<file path="src/rtl/dmi_txn_handler.sv">
// DMI transaction engine: one request word in, one debug-module bus access, one response word out.
// Optional access timeout (BUSY response plus orphaned-completion tracking) enabled by DMI_TXN_TIMEOUT_EN.
module dmi_txn_handler #(
  parameter int ADDR_W         = 7,
  parameter int DATA_W         = 32,
  parameter int TIMEOUT_CYCLES = 255
) (
  input  logic                     clk_i,
  input  logic                     rst_ni,
  input  logic [ADDR_W+DATA_W+1:0] req_data_i,
  input  logic                     req_valid_i,
  output logic                     req_ready_o,
  output logic [DATA_W+1:0]        resp_data_o,
  output logic                     resp_valid_o,
  input  logic                     resp_ready_i,
  output logic                     dm_req_o,
  output logic                     dm_we_o,
  output logic [ADDR_W-1:0]        dm_addr_o,
  output logic [DATA_W-1:0]        dm_wdata_o,
  input  logic                     dm_gnt_i,
  input  logic                     dm_rvalid_i,
  input  logic [DATA_W-1:0]        dm_rdata_i,
  input  logic                     dm_err_i,
  output logic                     busy_o
);

  typedef enum logic [1:0] {IDLE, ISSUE, WAIT_RV, RESP} state_e;

  localparam logic [1:0] OP_NOP     = 2'd0;
  localparam logic [1:0] OP_READ    = 2'd1;
  localparam logic [1:0] OP_WRITE   = 2'd2;
  localparam logic [1:0] RSP_OK     = 2'd0;
  localparam logic [1:0] RSP_FAILED = 2'd2;
  localparam logic [1:0] RSP_BUSY   = 2'd3;

  generate
    if (TIMEOUT_CYCLES < 2) begin : g_bad_timeout
      $error("dmi_txn_handler: TIMEOUT_CYCLES must be >= 2");
    end
  endgenerate

  state_e              state_q, state_d;
  logic [1:0]          op_q;
  logic [DATA_W+1:0]   resp_q;
  logic                orphan;
  logic                timeout_hit;
  logic                accept;
  logic [1:0]          req_op;
  logic [DATA_W-1:0]   req_wdata;
  logic [ADDR_W-1:0]   req_addr;

  assign req_op    = req_data_i[1:0];
  assign req_wdata = req_data_i[DATA_W+1:2];
  assign req_addr  = req_data_i[ADDR_W+DATA_W+1:DATA_W+2];
  assign accept    = (state_q == IDLE) && req_valid_i && !orphan;

`ifdef DMI_TXN_TIMEOUT_EN
  localparam int CNT_RAW = $clog2(TIMEOUT_CYCLES + 1);
  localparam int CNT_W   = (CNT_RAW < 8) ? 8 : ((CNT_RAW > 32) ? 32 : CNT_RAW);

  logic [CNT_W-1:0] cnt_q;
  logic             orphan_q;

  assign orphan      = orphan_q;
  assign timeout_hit = ((state_q == ISSUE) || (state_q == WAIT_RV)) &&
                       (cnt_q == CNT_W'(TIMEOUT_CYCLES - 1));

  always_ff @(posedge clk_i or negedge rst_ni) begin
    if (!rst_ni) begin
      cnt_q <= '0;
    end else if ((state_q == IDLE) && (state_d == ISSUE)) begin
      cnt_q <= '0;
    end else if ((state_q == ISSUE) || (state_q == WAIT_RV)) begin
      cnt_q <= cnt_q + CNT_W'(1);
    end
  end

  // A grant seen on the expiry cycle also leaves a completion owed by the bus.
  always_ff @(posedge clk_i or negedge rst_ni) begin
    if (!rst_ni) begin
      orphan_q <= 1'b0;
    end else if (orphan_q && dm_rvalid_i) begin
      orphan_q <= 1'b0;
    end else if (timeout_hit && (((state_q == WAIT_RV) && !dm_rvalid_i) ||
                                 ((state_q == ISSUE) && dm_gnt_i))) begin
      orphan_q <= 1'b1;
    end
  end
`else
  assign orphan      = 1'b0;
  assign timeout_hit = 1'b0;
`endif

  always_ff @(posedge clk_i or negedge rst_ni) begin
    if (!rst_ni) begin
      state_q <= IDLE;
    end else begin
      state_q <= state_d;
    end
  end

  always_comb begin
    state_d = state_q;
    case (state_q)
      IDLE: begin
        if (accept) begin
          if ((req_op == OP_READ) || (req_op == OP_WRITE)) state_d = ISSUE;
          else                                             state_d = RESP;
        end
      end
      ISSUE: begin
        if (timeout_hit)   state_d = RESP;
        else if (dm_gnt_i) state_d = WAIT_RV;
      end
      WAIT_RV: begin
        if (dm_rvalid_i || timeout_hit) state_d = RESP;
      end
      RESP: begin
        if (resp_ready_i) state_d = IDLE;
      end
      default: state_d = IDLE;
    endcase
  end

  always_comb begin
    req_ready_o  = (state_q == IDLE) && !orphan;
    resp_valid_o = (state_q == RESP);
    busy_o       = (state_q != IDLE) || orphan;
  end

  always_ff @(posedge clk_i or negedge rst_ni) begin
    if (!rst_ni) begin
      dm_req_o   <= 1'b0;
      dm_we_o    <= 1'b0;
      dm_addr_o  <= '0;
      dm_wdata_o <= '0;
      op_q       <= OP_NOP;
    end else begin
      dm_req_o <= (state_d == ISSUE);
      if (accept) begin
        dm_addr_o  <= req_addr;
        dm_wdata_o <= req_wdata;
        dm_we_o    <= (req_op == OP_WRITE);
        op_q       <= req_op;
      end
    end
  end

  // Completion takes priority over a timeout expiring in the same cycle.
  always_ff @(posedge clk_i or negedge rst_ni) begin
    if (!rst_ni) begin
      resp_q <= '0;
    end else if (accept && (req_op == OP_NOP)) begin
      resp_q <= {{DATA_W{1'b0}}, RSP_OK};
    end else if (accept && (req_op != OP_READ) && (req_op != OP_WRITE)) begin
      resp_q <= {{DATA_W{1'b0}}, RSP_FAILED};
    end else if ((state_q == WAIT_RV) && dm_rvalid_i) begin
      resp_q <= {(op_q == OP_READ) ? dm_rdata_i : {DATA_W{1'b0}},
                 dm_err_i ? RSP_FAILED : RSP_OK};
    end else if (timeout_hit) begin
      resp_q <= {{DATA_W{1'b0}}, RSP_BUSY};
    end
  end

  assign resp_data_o = resp_q;

endmodule

</file>
<file path="config.mk">
export PLATFORM = sky130hd
export DESIGN_NAME = dmi_txn_handler
export DESIGN_NICKNAME = d
export VERILOG_FILES = /design/src/rtl/dmi_txn_handler.sv
export SDC_FILE = /design/constraint.sdc
export NUM_CORES = 1
export LEC_CHECK = 0
export CAP_MARGIN = 20
export CORE_ASPECT_RATIO = 0.5
export CORE_MARGIN = 3
export CORE_UTILIZATION = 41
export DETAILED_ROUTE_END_ITERATION = 16
export GPL_ROUTABILITY_DRIVEN = 0
export HOLD_SLACK_MARGIN = 0.03
export PLACE_DENSITY = 0.8
export SETUP_SLACK_MARGIN = 0.5
export SLEW_MARGIN = 20
export SYNTH_ARGS = -nofsm -noshare
export SYNTH_HDL_FRONTEND = slang
export SYNTH_SLANG_ARGS = --single-unit
</file>
<file path="constraint.sdc">
create_clock -name clk_i -period 2 [get_ports clk_i]
set_input_delay 0.2 -clock clk_i [delete_from_list [all_inputs] [get_ports clk_i]]
set_output_delay 0.2 -clock clk_i [all_outputs]
set_load 0.1 [all_outputs]
</file>
== Yosys cells after proc, flatten, opt, wreduce, memory -nomap -nowiden ==
Cells that the tools add are included.
Word-level totals
  bits of input ports: 80
  output and inout port bits: 78
  word-level logic and storage cells: 37
  register bits after elaboration: 79
Operators by class
  multiplexer cells: 11
  equality and inequality tests: 9
  reduce and logical (&&, ||, !) cells: 10
Operators with widths (number)
  34-bit two-way mux: 3
  32-bit two-way mux: 1
  2-bit two-way mux: 6
  2-bit by 1-bit equality test with 1-bit output (second input constant): 4
  2-bit case mux with 4 select lines: 1
  2-bit equality test (second input constant): 3
  1-bit logical AND: 5
  2-bit zero test: 2
  3-bit nonzero test: 1
  2-bit by 1-bit inequality test with 1-bit output (second input constant): 1
  2-bit inequality test (second input constant): 1
  2-bit nonzero test: 1
  1-bit logical OR: 1

== Logic depth before layout (Yosys ltp) ==
  depth after elaboration: 6
  gate-level depth with buffers: 6
  gate-level depth less buffers: 5

== Worst setup path after synthesis ==
No wires, ideal clock.
  path kind: flip-flop to output port
  from: register state_q[1]
  to: output busy_o
  required time: 1.800 ns
  data arrival time: 2.699 ns
  setup slack: -0.899 ns
  buffers on the path: 1
  cell stages (with the launch flop): 4
  path through: dfrtp_1 > buf_6 > nor2_1 > inv_1
On the way
  longest elaborated chain between the ends: 1
RTL lines
  from (decl): RTL line 42  | state_e state_q, state_d;
  from (signal assigned): RTL line 98  | state_q <= state_d;
  2-bit nonzero test: RTL line 128  | busy_o = (state_q != IDLE) || orphan;
  to (decl): RTL line 24  | output logic busy_o
No other way between the ends.

== Final worst setup path ==
  from: register state_q[0]
  to: register dm_wdata_o[2]
On the way
  longest elaborated chain between the ends: 2
RTL lines
  2-bit zero test: RTL line 55  | assign accept = (state_q == IDLE) && req_valid_i && !orphan;
  1-bit logical AND: RTL line 55
  to (signal assigned): RTL line 142  | dm_wdata_o <= req_wdata;
  to (decl): RTL line 19  | output logic [DATA_W-1:0] dm_wdata_o,
No other way between the ends.
A chain may end at the register's enable or synchronous reset.

==> results.txt <==
The starting density of the core is 44.6%. The number of buffers added on ports is approximately 160. The final-layout worst hold slack is 350 ps.

Yosys printed 0 warnings. The met2 routed wirelength came out at 5620 um. The sum of negative setup slack came out at 0 ps. Clock-pin slew was measured on the worst setup and hold paths at 70 ps.

Dividing the detail-routed wire length by the instance count gives 19.2 um. The post-route netlist has 37.6% of its cells at a drive strength greater than 1. The TritonCTS clock tree is yes.

Global routing used 20.8% of the available tracks across all layers. The total wire length came out at 10500 um. The via count of the first global-routing pass came out at roughly 2900. The worst min-delay path class is in -> async.

The setup violation total in the final timing report came out at 0. The die area is around 9600 um2. The arrival time at the worst endpoint is 1710 ps. The first routing iteration left 170 violations. The routed wire length on met3 came out at 605 um.

The beginning of the critical path is state_q[0]. Of all nets on the critical path, the largest fanout is 8. The average footprint of a synthesized cell is roughly 13 um2.

The number of library cell types mapped by synthesis came out at 27. The most used flip-flop cell after synthesis is sky130_fd_sc_hd__dfrtp_1. The cell sitting at the root of the clock tree is a sky130_fd_sc_hd__clkbuf_16.

The remaining design rule violation count is 0. The repair_antennas step left the layout with diodes totalling 0. The count of nets left with antenna violations once routing finished came out at 0. The source of the worst register-to-register timing path is state_q[0]. In the finished design, the share of the clock period the worst path needs comes to 75.0%. The number of antenna violations at the first check in global routing is 0.

For this block, wires on met1 add up to 4050 um. The proportion of synthesized chip area in sequential cells came out at roughly 57%. The max-cap violation count came out at 0. The H-tree depth came out at 3. The synthesized netlist net count came out at 349. The clock net in this run drives a total of between 70 and 80 sinks. In the routed layout, each cell is associated on average with a via count of 5.11. The max-slew violation total from the final report is 0. The source-to-sink clock delay at the later pin of the worst-skew pair came out at 340 ps. The area overhead of the layout relative to synthesis came out at 58.3%. The synthesized netlist occupies a cell area of 3430 um2. The routed design could run at a clock period as short as 1500 ps. In this run, synthesis inferred 0 flip-flops with an integrated enable.

The maximum number of pins on one net before global-route repair is 33. The placed wire-length estimate came out at 6850 um. The fraction of synthesis flops using an asynchronous set or reset pin came out at 100%. The largest family of logic cells by synthesized area is multiplexers. The area share of fa/ha/maj cells after synthesis came out at 1.09%. The number of buffers on the longest clock path is 2.

The chip height came out at 70.7 um. The area fraction in and, or, nand and nor cells after synthesis is a little over a tenth. The remaining global-route overflow came out at 0. Before antenna repair, the detailed router went through 5 iterations. The number of buffers added by the clock tree synthesis step is 9. The global-route wire length before repair is 15400 um. Pin placement for this block handled 158 I/O pins. The chip width is between 100 and 150 um. STA classifies the critical path endpoint as a flip-flop.

For the final database, setup skew stands at 11.3 ps. The initialized floorplan defines 22 standard-cell rows. The gate count after technology mapping is 266. The net total in the final layout came out at 517.

The final hold violation count was 0. The post-synthesis sequential element count is 78. The placeable core region is 7710 um2. The flow ran to the end, and the final reports show no timing, DRC or antenna violations.

The XOR/XNOR share of the synthesized area came out at 0%. Multiplexer cells account for 18.7% of the synthesized area. The number of vias in the routed layout is 2795.

The critical path is of the reg -> reg type. The type of origin of the critical path is a flip-flop. Setup repair after global routing could not meet its margin everywhere. The maximum frequency from static timing analysis is 0.667 GHz. At the worst endpoint, the required time is 2210 ps. The highest layer touched by signal routing is met4. Summing the areas of all compound-gate instances in the mapped netlist gives 6.19% of the synthesized area.
[synth_stat cells, types with 3 or more instances]
cell type	count	area, um2
sky130_fd_sc_hd__a21oi_1	32	160
sky130_fd_sc_hd__and2_1	3	18.8
sky130_fd_sc_hd__buf_12	4	80.1
sky130_fd_sc_hd__buf_2	7	35.0
sky130_fd_sc_hd__buf_4	4	30.0
sky130_fd_sc_hd__buf_6	5	56.3
sky130_fd_sc_hd__dfrtp_1	78	1950
sky130_fd_sc_hd__ha_1	3	37.5
sky130_fd_sc_hd__inv_1	6	22.5
sky130_fd_sc_hd__mux2_2	4	45.0
sky130_fd_sc_hd__mux2_4	38	571
sky130_fd_sc_hd__nand2_1	34	128
sky130_fd_sc_hd__nand3_1	32	160
sky130_fd_sc_hd__nor2_1	3	11.3
[metrics by stage]
stage	cell area (um2)	std cells	utilization (%)	setup WS [ps]
after floorplan	3440	266	-	244
after global placement	4860	518	63.1	231
after detailed placement	4860	518	63.1	161
after CTS	5330	542	69.1	480
after global routing	5440	547	70.6	465
final	5440	547	70.6	500
[final timing paths]
check,endpoint,cells past startpoint,slack (ps)
min in group clk_i,resp_data_o[23],3,430
worst max-delay path,dm_wdata_o[2],4,500
worst min register to register,dm_wdata_o[17],1,510
worst min-delay path,dm_wdata_o[14],2,350
worst max register to register,dm_wdata_o[2],4,500
max in group asynchronous,resp_data_o[9],3,1080
[worst max-delay path: stages (launching register included)]
cell and delay, ps:
sky130_fd_sc_hd__dfrtp_2 480, sky130_fd_sc_hd__nor3b_4 240, sky130_fd_sc_hd__buf_4 190, sky130_fd_sc_hd__clkbuf_16 180, sky130_fd_sc_hd__mux2_4 290
[layout by cell type (no fill, tap or decap), drive strengths merged, types with 4 or more instances in the layout]
| master | instances |
|---|---|
| a21oi | 32 |
| o21a | 4 |
| mux2 | 42 |
| buf | 93 |
| clkdlybuf4s50 | 78 |
| inv | 6 |
| clkbuf | 14 |
| dfrtp | 78 |
| nand3 | 32 |
| nand2 | 35 |
[final cells by class]
class / count / area [um2]
timing repair buffer: 175 / 1640
clock buffer: 11 / 243
multi-input combinational: 164 / 1340
sequential: 78 / 1950
clock inverter: 5 / 106
fill: 518 / 2270
tap: 108 / 135
inverter: 6 / 22.5
[cells by family (layout without fill, tap and decap cells)]
logic type                 count (synthesis)  in the layout
AOI/OAI and AO/OA                         37             40
muxes                                     43             43
adders and majority gates                  3              3
buffers and inverters                     27            197
other                                      1              1
DFF                                       78             78
and+or+nand+nor                           77             77
[timing repair]
item | 4_1_cts | 5_1_grt
endpoints found under the hold margin | 30 | 0
hold buffers | 1 | 0
setup buffers | 3 | 2
setup endpoints to repair | 65 | 72
gates resized for setup | 6 | 7
gates cloned | 4 | 3
pin swaps | 1 | 1
[registers in the layout, summed over array words and instances (netlist names)]
register	cells
state_q	2
dm_addr_o	7
op_q	2
dm_wdata_o	32
dm_req_o	1
dm_we_o	1
resp_data_o	33
[per-layer routing]
metal  vias up  global-route usage (%)
met2       115                    36.3
met1      1403                    24.9
li1       1251                       -
met5         -                       0
met4         0                    8.60
met3        26                    5.11
Power is left out: the tool's default activity adds up to more than one toggle a clock period on the data nets, which glitch-free logic cannot reach.
